**config.mk**
```make
export PLATFORM = sky130hd
export DESIGN_NAME = decode_stage
export DESIGN_NICKNAME = d
export VERILOG_FILES = /design/src/rtl/decode_stage.sv
export SDC_FILE = /design/constraint.sdc
export NUM_CORES = 2
export LEC_CHECK = 0
export CORE_UTILIZATION = 28
export CTS_BUF_LIST = sky130_fd_sc_hd__clkbuf_8 sky130_fd_sc_hd__clkbuf_16
export DETAILED_ROUTE_END_ITERATION = 16
export DONT_BUFFER_PORTS = 1
export HOLD_SLACK_MARGIN = 0.1
export SKIP_CTS_REPAIR_TIMING = 1
export SLEW_MARGIN = 10
export SYNTH_ARGS = -nofsm -noshare
export SYNTH_HDL_FRONTEND = slang
export SYNTH_SLANG_ARGS = --single-unit
```
**constraint.sdc**
```tcl
create_clock -name clk -period 4.45 [get_ports clk]
set_clock_uncertainty 0.05 [all_clocks]
set_input_delay 0.89 -clock clk [delete_from_list [all_inputs] [get_ports clk]]
set_output_delay 0.89 -clock clk [all_outputs]
set_load 0.005 [all_outputs]
```
**src/rtl/decode_stage.sv**
```systemverilog
// Decode stage: register file, hazard/redirect FSM, ID/EX register.
// Ports: clk, rst (async low), DR, wb_*, dec/pc_mux/enbl, *_ex/_val.
module decode_stage #(
  parameter int PC_W = 7,
  parameter int I_W  = 32
) (
  input  logic            clk,
  input  logic            rst,
  input  logic [I_W-1:0]  DR,
  input  logic            wb_en,
  input  logic [4:0]      wb_addr,
  input  logic [31:0]     wb_data,
  output logic            dec,
  output logic [PC_W-1:0] pc_mux,
  output logic            enbl,
  output logic            valid_ex,
  output logic [5:0]      op_ex,
  output logic [4:0]      rd_ex,
  output logic [4:0]      rt_ex,
  output logic [31:0]     rs_val,
  output logic [31:0]     rt_val
);

  localparam logic [5:0] OP_ALU = 6'h00;
  localparam logic [5:0] OP_JMP = 6'h02;
  localparam logic [5:0] OP_BEQ = 6'h04;
  localparam logic [5:0] OP_LW  = 6'h23;
  localparam logic [5:0] OP_SW  = 6'h2B;

  typedef enum logic [1:0] {
    BOOT,
    RUN,
    FLUSH,
    STALL
  } state_t;

  typedef struct packed {
    logic        valid;
    logic [5:0]  op;
    logic [4:0]  rd;
    logic [4:0]  rt;
    logic [31:0] rs_val;
    logic [31:0] rt_val;
  } id_ex_t;

  state_t state;
  state_t nxt;

  id_ex_t ex_q;
  id_ex_t ex_d;

  logic [I_W-1:0] replay;
  logic [I_W-1:0] cur;

  logic [31:0] rf [32];

  logic [5:0]  op;
  logic [4:0]  rs;
  logic [4:0]  rt;
  logic [4:0]  rd;
  logic [PC_W-1:0] target;

  logic [31:0] rs_rd;
  logic [31:0] rt_rd;

  logic is_alu;
  logic is_jmp;
  logic is_beq;
  logic is_lw;
  logic is_sw;
  logic legal;
  logic taken;
  logic hazard;
  logic issue;
  logic capture;
  logic unused_bits;

  // A stalled instruction is replayed from the
  // holding register, not from the fetch word.
  assign cur    = (state == STALL) ? replay : DR;
  assign op     = cur[31:26];
  assign rs     = cur[25:21];
  assign rt     = cur[20:16];
  assign rd     = cur[15:11];
  assign target = cur[PC_W-1:0];

  assign unused_bits = ^cur;

  always_ff @(posedge clk or negedge rst) begin
    if (!rst) begin
      for (int i = 0; i < 32; i++) begin
        rf[i] <= '0;
      end
    end else if (wb_en && wb_addr != 5'd0) begin
      rf[wb_addr] <= wb_data;
    end
  end

  // Write-first: same-cycle writeback wins
  // over the stored value.
  always_comb begin
    if (rs == 5'd0) begin
      rs_rd = '0;
    end else if (wb_en && wb_addr == rs) begin
      rs_rd = wb_data;
    end else begin
      rs_rd = rf[rs];
    end
  end

  always_comb begin
    if (rt == 5'd0) begin
      rt_rd = '0;
    end else if (wb_en && wb_addr == rt) begin
      rt_rd = wb_data;
    end else begin
      rt_rd = rf[rt];
    end
  end

  always_comb begin
    is_alu = 1'b0;
    is_jmp = 1'b0;
    is_beq = 1'b0;
    is_lw  = 1'b0;
    is_sw  = 1'b0;
    unique case (op)
      OP_ALU:  is_alu = 1'b1;
      OP_JMP:  is_jmp = 1'b1;
      OP_BEQ:  is_beq = 1'b1;
      OP_LW:   is_lw  = 1'b1;
      OP_SW:   is_sw  = 1'b1;
      default: ;
    endcase
  end

  assign legal = is_alu | is_jmp | is_beq
               | is_lw | is_sw;

  assign taken = is_jmp
               | (is_beq && rs_rd == rt_rd);

  // Only the instruction in EX can be a load
  // whose data is not yet on the bypass.
  assign hazard = (state == RUN)
               && ex_q.valid
               && ex_q.op == OP_LW
               && ex_q.rt != 5'd0
               && (ex_q.rt == rs || ex_q.rt == rt);

  always_ff @(posedge clk or negedge rst) begin
    if (!rst) begin
      state <= BOOT;
    end else begin
      state <= nxt;
    end
  end

  // pc_mux is held at zero unless redirecting.
  always_comb begin
    nxt     = state;
    dec     = 1'b0;
    pc_mux  = '0;
    enbl    = 1'b1;
    issue   = 1'b0;
    capture = 1'b0;
    unique case (state)
      BOOT: begin
        nxt = RUN;
      end
      FLUSH: begin
        nxt = RUN;
      end
      RUN: begin
        if (hazard) begin
          enbl    = 1'b0;
          capture = 1'b1;
          nxt     = STALL;
        end else begin
          issue = 1'b1;
          if (taken) begin
            dec    = 1'b1;
            pc_mux = target;
            nxt    = FLUSH;
          end
        end
      end
      STALL: begin
        issue = 1'b1;
        nxt   = RUN;
        if (taken) begin
          dec    = 1'b1;
          pc_mux = target;
          nxt    = FLUSH;
        end
      end
      default: begin
        nxt = BOOT;
      end
    endcase
  end

  always_comb begin
    ex_d = '0;
    if (issue && legal) begin
      ex_d.valid  = 1'b1;
      ex_d.op     = op;
      ex_d.rt     = rt;
      ex_d.rs_val = rs_rd;
      ex_d.rt_val = rt_rd;
      unique case (1'b1)
        is_alu:  ex_d.rd = rd;
        is_lw:   ex_d.rd = rt;
        default: ex_d.rd = 5'd0;
      endcase
    end
  end

  always_ff @(posedge clk or negedge rst) begin
    if (!rst) begin
      ex_q <= '0;
    end else begin
      ex_q <= ex_d;
    end
  end

  always_ff @(posedge clk or negedge rst) begin
    if (!rst) begin
      replay <= '0;
    end else if (capture) begin
      replay <= DR;
    end
  end

  assign valid_ex = ex_q.valid;
  assign op_ex    = ex_q.op;
  assign rd_ex    = ex_q.rd;
  assign rt_ex    = ex_q.rt;
  assign rs_val   = ex_q.rs_val;
  assign rt_val   = ex_q.rt_val;

endmodule

```
==> results.py <==
metrics = {
    "run_status": {
        "outcome": "complete, but fails checks",
        "violations": "setup timing",
    },
    "critical_path": {
        "path_common_cell": "buf_4",
        "crit_type": "flop to output port",
        "worstRegToRegCells": 18,
        "cp.required_ns": 3.51,
        "path_max_fanout": 10,
        "cp_slowest_cell": "dfrtp_2",
        "end_kind": "output port",
        "crit_end": "pc_mux[0]",
        "cp-start-kind": "flop",
        "slowest_delay_ns": 0.50,
        "reg2reg_setup_slack_ns": -0.04,
        "cp.depth": 18,
        "reg2reg_from": "state[1]",
        "path_cells": "buf_4 > nand3_1 > buf_4 > buf_4 > and3_1 > a211oi_1 > a311oi_1 > a211oi_2 > o32a_1 > a21oi_2 > xor2_1 > buf_4 > nand4_1 > nor4_2 > buf_4 > a31o_4 > buf_12 > nor3b_4",
        "critPathTopFamily": "compound AO/OA/AOI/OAI gates",
        "crit_buf_inv": 6,
        "worstSetupStartpoint": "state[1]",
        "critPathArrivalTime_ns": 5.21,
        "reg2reg_to": "state[0]",
    },
    "drt": {
        "viasPerCell": 5.84,
        "drc": 0,
        "wl_per_cell_um": 28.6,
        "drt_iter0_markers": 7551,
        "first_pass_iters": 9,
        "postRouteAntennaNets": 0,
        "dr_total_vias": 54700,
        "wirelength_um": 267000,
    },
    "final_layout": {
        "final_nets": 6467,
        "fillers": 21500,
        "syn_to_final_growth_pct": 22.8,
        "final_area_sq_mm": 0.0756,
        "drive_gt1_share_pct": 33.7,
    },
    "clocking": {
        "cts_sinks": 1135,
        "cts_tree": "done",
        "insertion_delay_ns": 0.81,
        "clkTransAtPathRegs_ns": 0.06,
        "clock-root-buffer": "clkbuf_16",
        "cts_buffer_depth": 3,
        "cts_made_buffers": 132,
        "cts.htree.levels": 4,
    },
    "synth": {
        "synth-seq-cells": 1135,
        "yosys_warnings": 0,
        "synthFlopType": "dfrtp_1",
        "synth_edf_count": 0,
        "synth.net_count": 6168,
        "synthCells": 6096,
        "yosysSeqAreaShare_pct": 46.1,
        "synth_area_sq_mm": 0.0616,
        "synthArstFlopShare_pct": 100,
        "synth.avg_cell_area_sq_um": 10.1,
        "yosysUniqueCellTypes": 83,
    },
    "global_routing": {
        "grtUsageMet3_pct": 8.04,
        "grt_max_degree": 1136,
        "grt_use_total_pct": 23.3,
        "globalRoute.busiestLayer": "met2",
        "use_met1_pct": 30.4,
        "overflow": 0,
        "grt_pass1_vias": 52600,
        "met2_usage_pct": 33.5,
        "antenna_found_initial": 13,
        "grt_pass1_wl_um": 381000,
    },
    "timing": {
        "rsz0062_at_grt": "true",
        "setup_ws_ns": -1.70,
        "fin_crit_sh_pct": 138,
        "timing.fmax_ghz": 0.163,
        "drv_slew": 0,
        "hold_viol": 0,
        "maxSlewHeadroom_pct": 13.1,
        "tightestPinTransition_ns": 1.30,
        "tns_ns": -13.60,
        "setup_viol": 10,
        "period_minus_slack_ns": 6.15,
    },
    "placement": {
        "io_buffers": 0,
        "dpl.hpwl_um": 169000,
        "placed_area_sq_mm": 0.0698,
        "gp_congestion": 0.962,
    },
    "power_and_ir_drop": {
        "vdd_drop_max_mv": 0.403,
        "leakage_nw": 33.0,
        "p_per_area_mw_per_mm2": 417,
    },
    "die": {
        "die_h_um": 471,
        "start_util_pct": 28.3,
        "die-width_um": 471,
        "dieArea_sq_mm": 0.222,
        "ioPinCount": 162,
        "core_area_sq_mm": 0.218,
        "rows": 171,
    },
    "flow_run": {
        "cap_violations": 0,
    },
    "hold_path": {
        "hold_class": "primary input to asynchronous set/reset pin",
    },
}
layout make-up:
cell class	instances	area, sq um	area share (%)
Tap cell	2854	3570	4.72
Inverter	6	22.5	0.0298
Timing Repair Buffer	762	7820	10.3
Clock buffer	158	3710	4.90
Multi-Input combinational cell	4358	31300	41.4
Clock inverter	79	817	1.08
Sequential cell	1135	28400	37.6
Antenna cell	2	5.00	0.00662
cells by family (layout without fill, tap and decap cells):
logic type                count (synthesis)  in the layout  share of synthesized area (%)
muxes                                  1288           1288                           24.0
DFF                                    1135           1135                           46.1
AOI/OAI and AO/OA                       953            953                           10.1
other                                     1              3                        0.00609
buffers and inverters                   603           1005                           4.32
xor gates and xnor gates                 49             49                          0.697
and+or+nand+nor                        2067           2067                           14.7
worst register-to-register path, delay by kind of cell (launching register included):
kind	cells	cell delay, ns
xor+xnor	1	0.19
simple gates	5	1.07
compound gates	6	1.31
flops	1	0.50
buf+inv	6	1.27
report_power, final:
group          leakage [nW]  switching [mW]  internal [mW]
Sequential             14.6            1.56           12.1
Clock                  2.32            4.73           6.75
Combinational          16.0            3.15           3.20
Total                  33.0            9.43           22.1
stage by stage:
| step | worst slack [ns] | hold WS, ns | utilization (%) | power [mW] | std cells |
|---|---|---|---|---|---|
| finish | -1.70 | 0.0678 | 34.7 | 31.5 | 9354 |
| global route | -1.86 | 0.118 | 34.7 | 32.6 | 9352 |
| CTS | -2.48 | -0.195 | 34.1 | 31.0 | 9298 |
| detailed placement | -1.62 | 0.335 | 32.1 | 19.6 | 9061 |
| global placement | -1.61 | 0.332 | 32.1 | 19.4 | 9061 |
| floorplan | -0.109 | 0.382 | - | 17.2 | 6096 |
layer usage:
layer / part of all wire, % / routed length [um]
met2: 42 / 111000
met4: 6.2 / 16500
met1: 39 / 104000
met3: 13 / 35400
met5: 0.035 / 93
layout by cell type (no fill, tap or decap), types with 15 or more instances in the layout:
master / instances
nand2_2: 16
mux2_2: 1009
o22ai_1: 44
clkbuf_8: 22
xor2_1: 15
clkinv_2: 19
clkbuf_16: 141
xnor2_1: 25
dfrtp_1: 1133
a311oi_1: 19
nand3_1: 247
a32oi_1: 66
buf_4: 592
inv_1: 31
o21ai_0: 254
mux2i_1: 226
nand2_1: 1013
o211ai_1: 25
nor3_1: 17
buf_12: 130
nand4_1: 124
nor2b_1: 30
a31oi_1: 160
a21oi_1: 137
mux4_2: 50
and3_1: 76
nor2_1: 402
nor2_4: 21
a221oi_1: 17
a22oi_1: 29
a211oi_1: 46
state kept, by name (all words and copies together), names as in the netlist:
register	count
op_ex	6
rd_ex	5
replay	28
rf	1024
rs_val	32
rt_ex	5
rt_val	32
state	2
valid_ex	1
Yosys cell counts, drive strengths merged (16+ instances only):
library cell	number	share of area, %
o221ai	16	0.23
nor2b	31	0.32
dfrtp	1135	46
and3	78	0.80
a211oi	47	0.57
xor2	19	0.27
a21oi	147	1.2
mux4	50	1.8
a221oi	17	0.24
a22oi	29	0.35
mux2i	229	3.7
nand4	124	1.3
a31oi	164	1.7
o21ai	266	2.2
nor3	19	0.16
nor4	23	0.23
o22ai	45	0.46
clkbuf	334	2.0
mux2	1009	18
nor3b	18	0.28
a311oi	19	0.27
nand3	252	2.1
nor2	435	2.7
a32oi	66	0.94
buf	263	2.2
xnor2	30	0.43
nand2	1034	6.3
o211ai	25	0.30
worst min path at each step:
stage | start | endpoint | slack (ns) | cells past startpoint
after CTS | rst | replay[1] | -0.20 | 0
after global placement | rf[1013] | rf[1013] | 0.33 | 0
final | rst | rf[1013] | 0.07 | 1
after floorplan | replay[20] | replay[20] | 0.38 | 2
after global routing | rst | rs_val[28] | 0.12 | 1
after detailed placement | rf[1017] | rf[1017] | 0.33 | 0
Note: power is estimated with default switching activity, not from simulation.
